[src/rtl/music_beat_sequencer_pkg.sv]
// Shared types and defaults for the music beat sequencer.
// Optional build macro: MUSIC_SEEK_EN (adds seek / seek_beat).
package music_pkg;

  localparam int DEF_BEAT_W = 12;
  localparam int DEF_DIV_W  = 24;

  typedef enum logic [1:0] {
    MODE_LOOP     = 2'd0,
    MODE_ONESHOT  = 2'd1,
    MODE_PINGPONG = 2'd2
  } mode_t;

  typedef enum logic [1:0] {
    IDLE  = 2'd0,
    RUN   = 2'd1,
    PAUSE = 2'd2,
    DONE  = 2'd3
  } seq_state_t;

  // The reserved mode code 3 plays as a loop.
  function automatic mode_t decode_mode(input logic [1:0] m);
    mode_t r;
    case (m)
      2'd1:    r = MODE_ONESHOT;
      2'd2:    r = MODE_PINGPONG;
      default: r = MODE_LOOP;
    endcase
    return r;
  endfunction

endpackage

[src/rtl/music_beat_sequencer_if.sv]
// Control/status bundle between the player FSM (master) and the beat
// sequencer (slave). Optional build macro: MUSIC_SEEK_EN.
//
// Signalling: start, stop and seek are single-cycle pulses sampled on the
// rising clock edge; pause is a level. There is no valid/ready handshake:
// every pulse is consumed on the edge where it is seen, with priority
// stop > start > seek > pause. Outputs are registered; beat_tick and wrap
// are one-cycle pulses aligned with the ibeat update they describe.
interface music_beat_sequencer_if
  import music_pkg::*;
#(
  parameter int BEAT_W = DEF_BEAT_W,
  parameter int DIV_W  = DEF_DIV_W
);
  logic              start;
  logic              stop;
  logic              pause;
  logic [1:0]        mode;
  logic [BEAT_W-1:0] len;
  logic [DIV_W-1:0]  div;
`ifdef MUSIC_SEEK_EN
  logic              seek;
  logic [BEAT_W-1:0] seek_beat;
`endif
  logic [BEAT_W-1:0] ibeat;
  logic              beat_tick;
  logic              wrap;
  logic              busy;
  logic              done;
  logic              dir;
  seq_state_t        dbg_state;

  modport master (
    output start, stop, pause, mode, len, div,
`ifdef MUSIC_SEEK_EN
    output seek, seek_beat,
`endif
    input  ibeat, beat_tick, wrap, busy, done, dir, dbg_state
  );

  modport slave (
    input  start, stop, pause, mode, len, div,
`ifdef MUSIC_SEEK_EN
    input  seek, seek_beat,
`endif
    output ibeat, beat_tick, wrap, busy, done, dir, dbg_state
  );
endinterface

[src/rtl/music_beat_sequencer_prescaler.sv]
// Tempo prescaler: counts clocks within a beat and flags the last one.
module beat_prescaler #(
  parameter int DIV_W = 24
) (
  input  logic             clk,
  input  logic             rst_n,
  input  logic             i_load,
  input  logic [DIV_W-1:0] i_div,
  input  logic             i_clear,
  input  logic             i_enable,
  output logic             o_tick
);
  logic [DIV_W-1:0] r_div_l;
  logic [DIV_W-1:0] r_pcnt;

  // Tick on the last clock of the beat while counting is enabled.
  assign o_tick = i_enable && (r_pcnt == (r_div_l - DIV_W'(1)));

  // Latch the divider on load (0 means 1); count or clear the phase.
  always_ff @(posedge clk or negedge rst_n) begin
    if (!rst_n) begin
      r_div_l <= DIV_W'(1);
      r_pcnt  <= '0;
    end else begin
      if (i_load) r_div_l <= (i_div == '0) ? DIV_W'(1) : i_div;
      if (i_clear)       r_pcnt <= '0;
      else if (i_enable) r_pcnt <= o_tick ? '0 : r_pcnt + DIV_W'(1);
    end
  end
endmodule

[src/rtl/music_beat_sequencer.sv]
// Beat-index generator: tempo prescaler, start/stop/pause control and
// loop / one-shot / ping-pong play modes over a run-time song length.
// Optional build macro: MUSIC_SEEK_EN (seek to a beat while playing).
module music_beat_sequencer
  import music_pkg::*;
#(
  parameter int BEAT_W = DEF_BEAT_W,
  parameter int DIV_W  = DEF_DIV_W
) (
  input logic                  clk,
  input logic                  rst_n,
  music_beat_sequencer_if.slave bus
);
  seq_state_t        r_state, w_state_n;
  mode_t             r_mode_l;
  logic [BEAT_W-1:0] r_len_l, r_ibeat, w_ibeat_n, w_len_eff, w_last_beat;
  logic [BEAT_W:0]   w_next_up;
  logic              r_dir, w_dir_n, r_tick, w_tick_n, r_wrap, w_wrap_n;
  logic              r_busy, r_done;
  logic              w_at_end, w_seek_hit, w_pre_load, w_pre_clear;
  logic              w_pre_en, w_pre_tick;

  // Lengths of 0 and 1 both mean a single beat; the end test uses one
  // extra bit so the largest length cannot overflow ibeat+1.
  assign w_len_eff   = (r_len_l <= BEAT_W'(1)) ? BEAT_W'(1) : r_len_l;
  assign w_last_beat = w_len_eff - BEAT_W'(1);
  assign w_next_up   = {1'b0, r_ibeat} + (BEAT_W + 1)'(1);
  assign w_at_end    = !(w_next_up < {1'b0, w_len_eff});

`ifdef MUSIC_SEEK_EN
  assign w_seek_hit = bus.seek && ((r_state == RUN) || (r_state == PAUSE));
`else
  assign w_seek_hit = 1'b0;
`endif

  assign w_pre_load  = bus.start && !bus.stop;
  assign w_pre_clear = bus.stop || bus.start || w_seek_hit;
  assign w_pre_en    = (r_state == RUN) && !bus.pause && !w_pre_clear;

  beat_prescaler #(.DIV_W(DIV_W)) u_prescaler (
    .clk      (clk),
    .rst_n    (rst_n),
    .i_load   (w_pre_load),
    .i_div    (bus.div),
    .i_clear  (w_pre_clear),
    .i_enable (w_pre_en),
    .o_tick   (w_pre_tick)
  );

  // Next state, beat position, direction and pulses.
  always_comb begin
    w_state_n = r_state;
    w_ibeat_n = r_ibeat;
    w_dir_n   = r_dir;
    w_tick_n  = 1'b0;
    w_wrap_n  = 1'b0;
    if (bus.stop) begin
      w_state_n = IDLE;
      w_ibeat_n = '0;
      w_dir_n   = 1'b1;
    end else if (bus.start) begin
      w_state_n = RUN;
      w_ibeat_n = '0;
      w_dir_n   = 1'b1;
    end else if (w_seek_hit) begin
`ifdef MUSIC_SEEK_EN
      w_ibeat_n = (bus.seek_beat > w_last_beat) ? w_last_beat : bus.seek_beat;
`endif
    end else begin
      case (r_state)
        RUN: begin
          if (bus.pause) begin
            w_state_n = PAUSE;
          end else if (w_pre_tick) begin
            case (r_mode_l)
              MODE_ONESHOT: begin
                if (w_at_end) begin
                  w_state_n = DONE;
                end else begin
                  w_ibeat_n = w_next_up[BEAT_W-1:0];
                  w_tick_n  = 1'b1;
                end
              end
              MODE_PINGPONG: begin
                w_tick_n = 1'b1;
                if (w_len_eff == BEAT_W'(1)) begin
                  w_ibeat_n = '0;
                  w_dir_n   = 1'b1;
                end else if (r_dir) begin
                  if (r_ibeat == w_last_beat) begin
                    w_dir_n   = 1'b0;
                    w_ibeat_n = w_len_eff - BEAT_W'(2);
                  end else begin
                    w_ibeat_n = r_ibeat + BEAT_W'(1);
                  end
                end else if (r_ibeat == '0) begin
                  w_dir_n   = 1'b1;
                  w_ibeat_n = BEAT_W'(1);
                  w_wrap_n  = 1'b1;
                end else begin
                  w_ibeat_n = r_ibeat - BEAT_W'(1);
                end
              end
              default: begin
                w_tick_n = 1'b1;
                if (w_at_end) begin
                  w_ibeat_n = '0;
                  w_wrap_n  = 1'b1;
                end else begin
                  w_ibeat_n = w_next_up[BEAT_W-1:0];
                end
              end
            endcase
          end
        end
        PAUSE:   if (!bus.pause) w_state_n = RUN;
        default: ;
      endcase
    end
  end

  // State and registered outputs.
  always_ff @(posedge clk or negedge rst_n) begin
    if (!rst_n) begin
      r_state <= IDLE;
      r_ibeat <= '0;
      r_dir   <= 1'b1;
      r_tick  <= 1'b0;
      r_wrap  <= 1'b0;
      r_busy  <= 1'b0;
      r_done  <= 1'b0;
    end else begin
      r_state <= w_state_n;
      r_ibeat <= w_ibeat_n;
      r_dir   <= w_dir_n;
      r_tick  <= w_tick_n;
      r_wrap  <= w_wrap_n;
      r_busy  <= (w_state_n == RUN) || (w_state_n == PAUSE);
      r_done  <= (w_state_n == DONE);
    end
  end

  // Song configuration is captured only on an accepted start.
  always_ff @(posedge clk or negedge rst_n) begin
    if (!rst_n) begin
      r_len_l  <= BEAT_W'(1);
      r_mode_l <= MODE_LOOP;
    end else if (w_pre_load) begin
      r_len_l  <= bus.len;
      r_mode_l <= decode_mode(bus.mode);
    end
  end

  assign bus.ibeat     = r_ibeat;
  assign bus.beat_tick = r_tick;
  assign bus.wrap      = r_wrap;
  assign bus.busy      = r_busy;
  assign bus.done      = r_done;
  assign bus.dir       = r_dir;
  assign bus.dbg_state = r_state;
endmodule

[src/flat_wrapper.sv]
// flat-port wrapper written by rule: the top's interface ports become plain ports
module music_beat_sequencer_flat import music_pkg::*;
#(
  parameter int BEAT_W = DEF_BEAT_W,
  parameter int DIV_W  = DEF_DIV_W
)
  (clk, rst_n, bus_start, bus_stop, bus_pause, bus_mode, bus_len, bus_div, bus_ibeat, bus_beat_tick, bus_wrap, bus_busy, bus_done, bus_dir, bus_dbg_state);
  music_beat_sequencer_if #(.BEAT_W(BEAT_W), .DIV_W(DIV_W)) bus_i ();
  input logic clk;
  input logic rst_n;
  input wire logic [$bits(bus_i.start)-1:0] bus_start;
  input wire logic [$bits(bus_i.stop)-1:0] bus_stop;
  input wire logic [$bits(bus_i.pause)-1:0] bus_pause;
  input wire logic [$bits(bus_i.mode)-1:0] bus_mode;
  input wire logic [$bits(bus_i.len)-1:0] bus_len;
  input wire logic [$bits(bus_i.div)-1:0] bus_div;
  output wire logic [$bits(bus_i.ibeat)-1:0] bus_ibeat;
  output wire logic [$bits(bus_i.beat_tick)-1:0] bus_beat_tick;
  output wire logic [$bits(bus_i.wrap)-1:0] bus_wrap;
  output wire logic [$bits(bus_i.busy)-1:0] bus_busy;
  output wire logic [$bits(bus_i.done)-1:0] bus_done;
  output wire logic [$bits(bus_i.dir)-1:0] bus_dir;
  output wire logic [$bits(bus_i.dbg_state)-1:0] bus_dbg_state;
  assign bus_i.start = bus_start;
  assign bus_i.stop = bus_stop;
  assign bus_i.pause = bus_pause;
  assign bus_i.mode = bus_mode;
  assign bus_i.len = bus_len;
  assign bus_i.div = bus_div;
  assign bus_ibeat = bus_i.ibeat;
  assign bus_beat_tick = bus_i.beat_tick;
  assign bus_wrap = bus_i.wrap;
  assign bus_busy = bus_i.busy;
  assign bus_done = bus_i.done;
  assign bus_dir = bus_i.dir;
  assign bus_dbg_state = bus_i.dbg_state;
  music_beat_sequencer #(.BEAT_W(BEAT_W), .DIV_W(DIV_W)) u_core (.clk(clk), .rst_n(rst_n), .bus(bus_i));
endmodule
[config.mk]
export PLATFORM = sky130hd
export DESIGN_NAME = music_beat_sequencer_flat
export DESIGN_NICKNAME = d
export VERILOG_FILES = /design/src/rtl/music_beat_sequencer_pkg.sv /design/src/rtl/music_beat_sequencer_if.sv /design/src/rtl/music_beat_sequencer_prescaler.sv /design/src/rtl/music_beat_sequencer.sv /design/src/flat_wrapper.sv
export SDC_FILE = /design/constraint.sdc
export NUM_CORES = 1
export LEC_CHECK = 0
export ABC_AREA = 0
export CORE_MARGIN = 5
export CORE_UTILIZATION = 50
export CTS_CLUSTER_SIZE = 20
export DETAILED_ROUTE_END_ITERATION = 10
export PLACE_DENSITY = 0.83
export SYNTH_ARGS = -nofsm -noshare
export SYNTH_HDL_FRONTEND = slang
export SYNTH_SLANG_ARGS = --single-unit
export TNS_END_PERCENT = 5
[constraint.sdc]
create_clock -name clk -period 3.24 [get_ports clk]
set_input_delay 0.324 -clock clk [delete_from_list [all_inputs] [get_ports clk]]
set_output_delay 0.324 -clock clk [all_outputs]
set_load 0.02 [all_outputs]
Word-level counts from Yosys, hierarchy flattened
Cells that the tools add are included.
{"block": "word_totals", "inputBits": 43, "reg_bits": 81, "out_inout_bits": 19}
{"block": "op_classes", "add_sub_neg": 7, "n_eq_ne": 14, "n_reduce_logical": 17, "n_mux": 52, "magnitude_cmp": 2}
{"cell": "2-to-1 mux 12 bit", "count": 12}
{"cell": "2-to-1 mux 24 bit", "count": 4}
{"cell": "2-to-1 mux 1 bit", "count": 25}
{"cell": "adder 24 x 1 -> 24 bit (second input constant)", "count": 1}
{"cell": "equality test 24 bit", "count": 1}
{"cell": "zero test 24 bit", "count": 1}
{"cell": "case mux 12 bit (2 select lines)", "count": 1}
{"cell": "subtractor 12 x 1 -> 12 bit (second input constant)", "count": 2}
{"cell": "subtractor 24 x 1 -> 24 bit (second input constant)", "count": 1}
{"cell": "2-to-1 mux 2 bit", "count": 7}
{"cell": "adder 12 x 1 -> 13 bit (second input constant)", "count": 1}
{"cell": "< comparator 13 x 12 -> 1 bit", "count": 1}
{"cell": "adder 12 x 1 -> 12 bit (second input constant)", "count": 1}
{"cell": "equality test 12 x 1 -> 1 bit (second input constant)", "count": 1}
{"cell": "equality test 12 bit", "count": 1}
{"cell": "<= comparator 12 x 1 -> 1 bit (second input constant)", "count": 1}
{"cell": "zero test 12 bit", "count": 1}
{"cell": "subtractor 12 x 2 -> 12 bit (second input constant)", "count": 1}
{"cell": "equality test 2 bit (second input constant)", "count": 5}
{"cell": "nonzero test 3 bit", "count": 3}
{"cell": "equality test 2 x 1 -> 1 bit (second input constant)", "count": 4}
{"cell": "case mux 2 bit (2 select lines)", "count": 2}
{"cell": "AND reduction 4 bit", "count": 2}
{"cell": "logical AND 1 bit", "count": 4}
{"cell": "other kinds (6)", "count": 9}

Logic depth before layout (Yosys ltp)
Gate-level depths: netlist of the first run.
{"block": "depth", "depth_word": 13, "depth_mapped": 15, "ltp_nobuf": 15}

Hierarchy
A second synthesis of the first run with hierarchy kept.
{"block": "unflattened", "cells_unflattened": 740, "hier_area_um2": 6547.5}
{"mod": "music_beat_sequencer", "seq_area_each_um2": 828.3, "cells_per_inst": 397, "area_per_inst_um2": 3288.2, "instances": 1}
{"mod": "beat_prescaler", "seq_area_each_um2": 1202.4, "cells_per_inst": 343, "area_per_inst_um2": 3259.4, "instances": 1}

Worst setup path before layout of the first run
OpenSTA, ideal clock, no wires.
{"block": "synth_path", "kind": "reg2reg", "startpoint": "reg u_core.r_len_l[6]", "endpoint": "reg u_core.r_ibeat[3], in the netlist u_core.bus.ibeat[3]", "path_stages_with_launch": 15, "path_slack_ps": -321, "t_arrival_ps": 3432, "path_cell_list": "dfrtp_1 > clkbuf_1 > nor4_2 > a31oi_1 > ha_1 > nor2b_1 > or3_1 > a31oi_1 > nand4_1 > nor4_1 > clkbuf_1 > nand3_1 > o211ai_1 > o211a_1 > nand3_1"}
{"block": "synth_via", "elab_chain_len": 13}
{"element": "start: declaration", "line": "music_beat_sequencer.sv:16", "source": "logic [BEAT_W-1:0] r_len_l, r_ibeat, w_ibeat_n, w_len_eff, w_last_beat;"}
{"element": "start signal: assignment", "line": "music_beat_sequencer.sv:149", "source": "r_len_l <= bus.len;"}
{"element": "<= comparator 12 x 1 -> 1 bit", "line": "music_beat_sequencer.sv:25", "source": "assign w_len_eff = (r_len_l <= BEAT_W'(1)) ? BEAT_W'(1) : r_len_l;"}
{"element": "2-to-1 mux 12 bit *", "line": "music_beat_sequencer.sv:25"}
{"element": "subtractor 12 x 1 -> 12 bit", "line": "music_beat_sequencer.sv:26", "source": "assign w_last_beat = w_len_eff - BEAT_W'(1);"}
{"element": "equality test 12 bit", "line": "music_beat_sequencer.sv:90", "source": "if (r_ibeat == w_last_beat) begin"}
{"element": "2-to-1 mux 12 bit", "line": "music_beat_sequencer.sv:90"}
{"element": "2-to-1 mux 12 bit", "line": "music_beat_sequencer.sv:89", "source": "end else if (r_dir) begin"}
{"element": "2-to-1 mux 12 bit", "line": "music_beat_sequencer.sv:86", "source": "if (w_len_eff == BEAT_W'(1)) begin"}
{"element": "case mux 12 bit (2 select lines)", "line": "music_beat_sequencer.sv:75", "source": "case (r_mode_l)"}
{"element": "2-to-1 mux 12 bit", "line": "music_beat_sequencer.sv:74", "source": "end else if (w_pre_tick) begin"}
{"element": "2-to-1 mux 12 bit", "line": "music_beat_sequencer.sv:72", "source": "if (bus.pause) begin"}
{"element": "2-to-1 mux 12 bit", "line": "music_beat_sequencer.sv:70", "source": "case (r_state)"}
{"element": "2-to-1 mux 12 bit", "line": "music_beat_sequencer.sv:61", "source": "end else if (bus.start) begin"}
{"element": "2-to-1 mux 12 bit", "line": "music_beat_sequencer.sv:57", "source": "if (bus.stop) begin"}
{"element": "end signal: assignment", "line": "music_beat_sequencer.sv:134", "source": "r_ibeat <= w_ibeat_n;"}
{"element": "end: declaration", "line": "music_beat_sequencer.sv:16"}
Mark *: on every way between the ends. The rest lies on a longest branch, timed or not. The select of a mux whose other input is x is not followed.
A chain may end at the register's enable or synchronous reset.

Final worst setup path of the first run
{"block": "layout_path", "startpoint": "reg u_core.r_ibeat[4], in the netlist u_core.bus.ibeat[4]", "endpoint": "reg u_core.r_ibeat[3], in the netlist u_core.bus.ibeat[3]"}
{"block": "layout_via", "elab_chain_len": 10}
{"element": "parallel branches: the longest is 10 deep, another holds adder 12 x 1 -> 13 bit"}
Parallel ways; which one is timed is not known. The select of a mux whose other input is x is not followed.

==> reports/qor.csv, run 1 <==
metric,value,unit
final_antenna_net_count,0,
synth_edf_count,0,
r2r_cells,12,
min_period_over_period,1.03,
path_clk_slew,0.06,ns
overflow,0,
synth-seq-cells,81,
fin_area,7800,um2
worstSetupPathType,register to register,
rsz0062_at_grt,true,
ys_warn_count,0,
cts_sinks,81,
min_period,3.33,ns
dieArea,14300,um2
wirelength,17.9,mm
grt_pass1_vias,6084,
syn2layout_area_growth,30.2,%
synth_seq_area_share,0.339,
syn_area,5990,um2
grt_max_degree,82,
r2r_end,u_core.bus.ibeat[3],
dp_cells,951,
clk_path_buf_depth,2,
track_usage,0.255,
worst_slack,-0.0860,ns
drive_gt1_frac,0.206,
clk-insertion-delay-late,0.35,ns
ys_async_sr_fraction,1.00,
ir_worst_vdd,0.000279,V
crit_arrival,3.61,ns
required,3.53,ns
fp-row-count,40,
start_util,0.505,
wl_per_cell,18.5,um
status,finished with violations,
crit_path_start_kind,register,
stdcell_count,972,
final_cell_mix,"buf_4 (84), dfrtp_1 (76), nor2_1 (67)",
drc,0,
max-cap-violations,0,
yosysTopAreaCellShare,0.326,
fmaxAchievable,301,MHz
tns,-0.0860,ns
place.gp.congestion,0.936,
viasPerCell,6.07,
relSlewSlack,0.268,
antenna_found_initial,0,
dominantRegCellSynth,dfrtp_1,
final-max-slew-violation-count,0,
antenna_cells,0,
holdWs,0.106,ns
hold_class,input port to asynchronous set/reset pin,
finalSetupViolCount,1,
final_nets,889,
numCtsBuffers,9,
cts-root-buf,clkbuf_16,
netlist_instances,697,
numPortBuffers,61,
yosysTopAreaCell,dfrtp_1,
syn_area_per_cell,8.60,um2
ys_top_cells_by_area,"dfrtp_1 (33%), xnor2_1 (7.2%), xor2_1 (6.0%)",
die_x,119,um
r2r_setup_slack,-0.09,ns
tightest_slew,1.10,ns
cp-end-kind,register,
final_common_cell,buf_4,
cts_tree,done,
violations,setup timing,
fin_skew,0.00834,ns
io_pins,62,
grt_pass1_wl,29.4,mm
routed-via-count,5900,
syn-num-nets,765,
ys_types,63,
powerDensity,384,nW/um2
hpwl,13.5,mm
hold_viol,0,
dpl_cell_area,7310,um2
r2r_start,u_core.bus.ibeat[4],
drt_iter0_drc,507,
crit_fanout,9,
leakagePower,3.25,nW
die_h,119,um
cts_max_level,3,
core-area,11900,um2
drtPass1Iterations,6,
[metrics by stage]
stage                     setup slack, ns   util  power (W)
final                             -0.0860  0.658    0.00300
after global routing               -0.230  0.658    0.00312
after CTS                        -0.00779  0.645    0.00298
after detailed placement           -0.239  0.616    0.00191
after global placement             -0.171  0.616    0.00189
after floorplan                   -0.0167      -    0.00159
[flip-flops by register name, indices dropped and copies added, names as in the netlist]
name	flops
u_core.r_mode_l	2
u_core.bus.wrap	1
u_core.bus.done	1
u_core.bus.busy	1
u_core.bus.beat_tick	1
u_core.r_len_l	12
u_core.bus.ibeat	12
u_core.bus.dir	1
u_core.bus.dbg_state	2
u_core.u_prescaler.r_div_l	24
u_core.u_prescaler.r_pcnt	24
[how the worst max path moves through the flow]
stage                                             start                    to  slack [ns]
after global placement                        bus_start   u_core.bus.ibeat[3]       -0.17
after detailed placement                      bus_start   u_core.bus.ibeat[8]       -0.24
after global routing                u_core.bus.ibeat[1]   u_core.bus.ibeat[3]       -0.23
final                               u_core.bus.ibeat[4]   u_core.bus.ibeat[3]       -0.09
after CTS                 u_core.u_prescaler.r_div_l[5]   u_core.bus.ibeat[3]      -0.008
after floorplan                       u_core.r_len_l[6]  u_core.bus.ibeat[11]       -0.02
[cell type report]
| type | instances | area (um2) |
|---|---|---|
| well taps | 147 | 184 |
| fillers | 944 | 4060 |
| clock buffers | 12 | 256 |
| clock inverters | 3 | 40.0 |
| multi-input cells | 552 | 3880 |
| repair buffers | 148 | 1290 |
| flip-flops and latches | 81 | 2030 |
| inverters | 29 | 111 |
[cells in the mapped netlist, types with 15 or more instances]
cell and count:
nor3_1 15, a21oi_1 27, nand2_1 60, clkbuf_1 29
nand4_1 15, nand3_1 28, xor2_1 41, xnor2_1 49
inv_1 29, o21ai_0 41, ha_1 25, dfrtp_1 78
nor4_1 17, nor2_1 69, mux2_2 25
[worst max-delay path, cell delays in order, from the launching register on]
cell and delay (ns):
dfrtp_1 0.51, nand4_1 0.18, nor2_1 0.19, and3_1 0.25, xor2_1 0.27, ha_1 0.28, o21a_1 0.18, o221ai_1 0.30
buf_4 0.18, a21oi_1 0.14, or3_4 0.47, o211a_1 0.24, nand3_1 0.08
[cells by family after synthesis]
| logic type | share of synthesized area |
|---|---|
| xor gates and xnor gates | 0.132 |
| muxes | 0.0486 |
| adders and majority gates | 0.0522 |
| DFF | 0.339 |
| buffers and inverters | 0.0428 |
| AOI/OAI and AO/OA | 0.137 |
| and+or+nand+nor | 0.249 |
[what timing repair did]
item	CTS	global route
buffers inserted	0	6
pin swaps	8	10
endpoints found under the setup margin	7	16
hold buffers	0	0
hold endpoints to repair	0	0
cloned	0	0
resized for setup	9	23
[layer usage]
layer,track usage,routed length [um]
met1,0.292,7100
met2,0.461,9250
met3,0.0408,936
met4,0.123,658
met5,0,0
[where the power goes]
group | leakage, nW | switching, W | internal (W) | total [W]
logic | 2.06 | 0.000403 | 0.000371 | 0.000775
clock network | 0.148 | 0.000420 | 0.000633 | 0.00105
registers | 1.04 | 0.0000839 | 0.00108 | 0.00117
Note: power is estimated with default switching activity, not from simulation.
==> run 2, diff against run 1 <==
--- a/config.mk
+++ b/config.mk
@@ -6,6 +6,7 @@
 export NUM_CORES = 1
 export LEC_CHECK = 0
 export ABC_AREA = 0
+export ABC_CLOCK_PERIOD_IN_PS = 3240
 export CORE_MARGIN = 5
 export CORE_UTILIZATION = 50
 export CTS_CLUSTER_SIZE = 20
==> results of run 2 <==
The final DEF is identical to that of run 1; final timing and power are the same.
==> edit 1: new RTL, config.mk and constraints of run 2 <==
The 3 values of `mode_t` get a one-hot encoding in 3 bits.
--- a/src/rtl/music_beat_sequencer_pkg.sv
+++ b/src/rtl/music_beat_sequencer_pkg.sv
@@ -7,6 +7,6 @@
 
-  typedef enum logic [1:0] {
-    MODE_LOOP     = 2'd0,
-    MODE_ONESHOT  = 2'd1,
-    MODE_PINGPONG = 2'd2
+  typedef enum logic [2:0] {
+    MODE_LOOP     = 3'b001,
+    MODE_ONESHOT  = 3'b010,
+    MODE_PINGPONG = 3'b100
   } mode_t;
Behaviour: same outputs for any inputs over 4 cycles, from zero or initial values and one cycle with rst_n low; so few cycles prove little.
==> edit 1 against run 2 <==
The flow still finishes with violations (setup timing). Synthesized area rose by 4.7%. Worst setup slack got worse by 34 ps. Sequential cell count rose by 1. Global-route usage fell by 0.95 points. Synthesized cell count rose by 1.3%. Total power rose by 0.65%. Wire length rose by 0.98%. Highest routed layer unchanged. Critical path type unchanged. Via count rose by 1.5%. Cell area rose by 4.1%.
==> edit 1: results (changes against run 2) <==
| Metric | Value |
|---|---|
| Max_slew headroom | 0.3738 (was 0.2679) |
| CP endpoint | u_core.bus.ibeat[0] (was u_core.bus.ibeat[3]) |
| Multi-input combinational area share | 0.5071 (was 0.4978) |
| Placed cell count | 977 (was 951) |
| GR Util met2 | 0.3947 (was 0.4608) |
| Clock buffers and inverters, area share | 0.03559 (was 0.03800) |
| Slowest CP cell | dfrtp_2 (was dfrtp_1) |
| Vias in the first global route | 5779 (was 6084) |
| Status | complete, but fails checks (unchanged) |
| Starting DRT DRC Count | 639 (was 507) |
| Fillers | 1001 (was 944) |
| Reg2reg path depth | 14 (was 12) |
| Final instance area | 8120 um^2 (was 7804 um^2) |
| Final setup vio count | 11 (was 1) |
| GRT Overall Usage | 0.2456 (was 0.2551) |
| Total wire length | 18.12 mm (was 17.94 mm) |
| Largest net degree at the start of global routing | 74 (was 82) |
| WL met1 | 7.700 mm (was 7.098 mm) |
| PostCTS Resize Cnt | 15 (was 9) |
| Final setup margin | -120.0 ps (was -85.97 ps) |
| Crit share post-route | 1.037 (was 1.027) |
| Metal3 WL | 1.493 mm (was 936 um) |
| FF+latch count, synth | 82 (was 81) |
| Reg-to-Reg Start | u_core.bus.ibeat[0] (was u_core.bus.ibeat[4]) |
| Worst EP arrival | 3650 ps (was 3610 ps) |
| Non-Filler Instances | 1005 (was 972) |
| Clk_skew | 9.939 ps (was 8.340 ps) |
| Adder-cell share of the synthesized area | 0.04986 (was 0.05219) |
| Cell Int Power | 2072 uW (was 2088 uW) |
| Post-synthesis cell type count | 80 (was 63) |
| Met3 usage in global routing | 0.04225 (was 0.04084) |
| Compound-gate portion of the synthesized area | 0.1550 (was 0.1374) |
| Synth area leaders | dfrtp_1 (31%), xnor2_1 (6.8%), xor2_1 (5.2%), ha_1 (5.0%), mux2_2 (4.8%) (was dfrtp_1 (33%), xnor2_1 (7.2%), xor2_1 (6.0%), ha_1 (5.2%), mux2_2 (4.7%)) |
| Vias | 5991 (was 5900) |
| Cells after Synth | 706 (was 697) |
| Leakage power | 0.003368 uW (was 0.003253 uW) |
| Slowest stage delay, CP | 430 ps (was 510 ps) |
| Number of non-clock buffers | 149 (was 148) |
| Met1 GRT Util | 0.3398 (was 0.2921) |
| Failing checks | setup timing (unchanged) |
edit 1: per-stage QoR:
step | hold slack, ps | power, uW | worst slack (ps) | setup TNS [ps] | util
finish | 114.6 | 3015 | -120.0 | -587.7 | 0.6514
global route | 200.3 | 3145 | -205.6 | -2208 | 0.6514
detailed placement | 518.6 | 1945 | -38.63 | -75.06 | 0.6066
CTS | 153.5 | 2979 | -42.89 | -158.5 | 0.6385
global placement | 517.4 | 1929 | -4.176 | -4.322 | 0.6066
floorplan | 28.41 | 1664 | 5.920 | 0 | -
edit 1: power by group through the flow:
stage | Clock [uW] | Sequential (uW) | Combinational (uW)
floorplan | 0 | 1190 | 474
global placement | 0 | 1220 | 713
detailed placement | 0 | 1220 | 727
CTS | 1040 | 1200 | 736
global route | 1090 | 1220 | 840
finish | 1040 | 1210 | 772
==> edit 2: new RTL, flow settings as in run 2 <==
Without the edit above. Set the package constant `DEF_DIV_W` to 36 (it was 24).
--- a/src/rtl/music_beat_sequencer_pkg.sv
+++ b/src/rtl/music_beat_sequencer_pkg.sv
@@ -5,3 +5,3 @@
   localparam int DEF_BEAT_W = 12;
-  localparam int DEF_DIV_W  = 24;
+  localparam int DEF_DIV_W  = 36;
 
Interface: changed (resized bus_div); port bits go from 62 to 74. The function was not compared with the original's and may differ.
==> edit 2 against run 2 <==
The flow finishes with violations (hold timing, setup timing). Count of clock-buffer cells in the layout fell by 2. Total power grew 30%. Clock skew rose by 0.57 ps. Sequential cell count is 24 higher. Worst setup slack got worse by 620 ps. Wire length up 39%. Cell area rose by 39%. Sequential power is 27% higher. Synthesized area is 30% higher. Sequential share of layout area decreased by 1.7 points. Via count grew 37%. Largest power group unchanged.
==> edit 2: results (changes against run 2) <==
| Metric | Value |
|---|---|
| Clk_skew | 8.908 ps (was 8.340 ps) |
| TNS Setup | -7959 ps (was -85.97 ps) |
| Final setup vio count | 52 (was 1) |
| Fillers | 1122 (was 944) |
| Final setup margin | -702.1 ps (was -85.97 ps) |
| Placement Setup Slack | -657.8 ps (was -239.2 ps) |
| First-pass GRT wire length | 40.16 mm (was 29.44 mm) |
| Final Hold Vio Count | 2 (was 0) |
| Sequential group power | 1490 uW (was 1170 uW) |
| Largest net degree at the start of global routing | 69 (was 82) |
| Status | complete, but fails checks (unchanged) |
| GRT Overall Usage | 0.2743 (was 0.2551) |
| IO buf count | 73 (was 61) |
| Clk slew on worst S/H paths | 80 ps (was 60 ps) |
| Net switching power | 1302 uW (was 907.2 uW) |
| Vias | 8100 (was 5900) |
| Total wire length | 24.90 mm (was 17.94 mm) |
| Failing checks | hold timing, setup timing (was setup timing) |
| Crit path max fanout | 3 (was 9) |
| Fraction of layout cells with a size suffix above 1 | 0.2776 (was 0.2061) |
| Sequential share of power | 0.381 (was 0.390) |
| Slew of the pin with the lowest slew margin | 693.9 ps (was 1098 ps) |
| Drt first pass iters | 5 (was 6) |
| Synth area leaders | dfrtp_1 (33%), xnor2_1 (7.3%), xor2_1 (5.4%), mux2_2 (4.9%), ha_1 (4.0%) (was dfrtp_1 (33%), xnor2_1 (7.2%), xor2_1 (6.0%), ha_1 (5.2%), mux2_2 (4.7%)) |
| Final Hold Slack | -4.184 ps (was 105.8 ps) |
-- edit 2: final timing paths --
| check | startpoint | to | slack [ps] | cells past startpoint |
|---|---|---|---|---|
| setup / recovery | u_core.u_prescaler.r_div_l[1] | u_core.bus.busy | -700 | 12 |
| hold / removal | rst_n | u_core.u_prescaler.r_pcnt[10] | -4 | 1 |
| setup reg to reg | u_core.u_prescaler.r_div_l[1] | u_core.bus.busy | -700 | 12 |
| hold reg to reg | u_core.u_prescaler.r_div_l[35] | u_core.u_prescaler.r_div_l[35] | 540 | 1 |
| max in group asynchronous | rst_n | u_core.r_len_l[0] | 2450 | 2 |
| min in group clk | bus_len[2] | u_core.r_len_l[2] | 500 | 3 |
-- edit 2: area by class of cell --
type                            count  area (um^2)  share of cell area
Multi-Input combinational cell    722         5182              0.4786
Sequential cell                   105         2633              0.2431
Timing Repair Buffer              282         2338              0.2160
Tap cell                          211        264.0             0.02438
Clock buffer                       10        229.0             0.02115
Inverter                           35        131.4             0.01213
Clock inverter                      6        50.05            0.004622
-- edit 2: repair_timing --
action                                  4_1_cts  5_1_grt
pin swaps                                    18       12
endpoints found under the setup margin       55       55
hold buffers                                  0        0
resized for setup                            39       17
buffers inserted                              4        0
-- edit 2: layer usage --
layer / up-vias / wire, um / GRT usage
li1: 3780 / - / -
met1: 3900 / 10290 / 0.3511
met2: 353 / 12050 / 0.4541
met3: 67 / 1851 / 0.06520
met4: 0 / 699 / 0.09785
met5: - / 0 / 0
-- edit 2: logic make-up after synthesis --
group	Yosys count	synth area share
compound gates	142	0.1241
xor+xnor	113	0.1272
fa+ha+maj	25	0.04020
buf+inv	75	0.03618
flops	105	0.3382
mux	43	0.06126
simple gates	399	0.2729
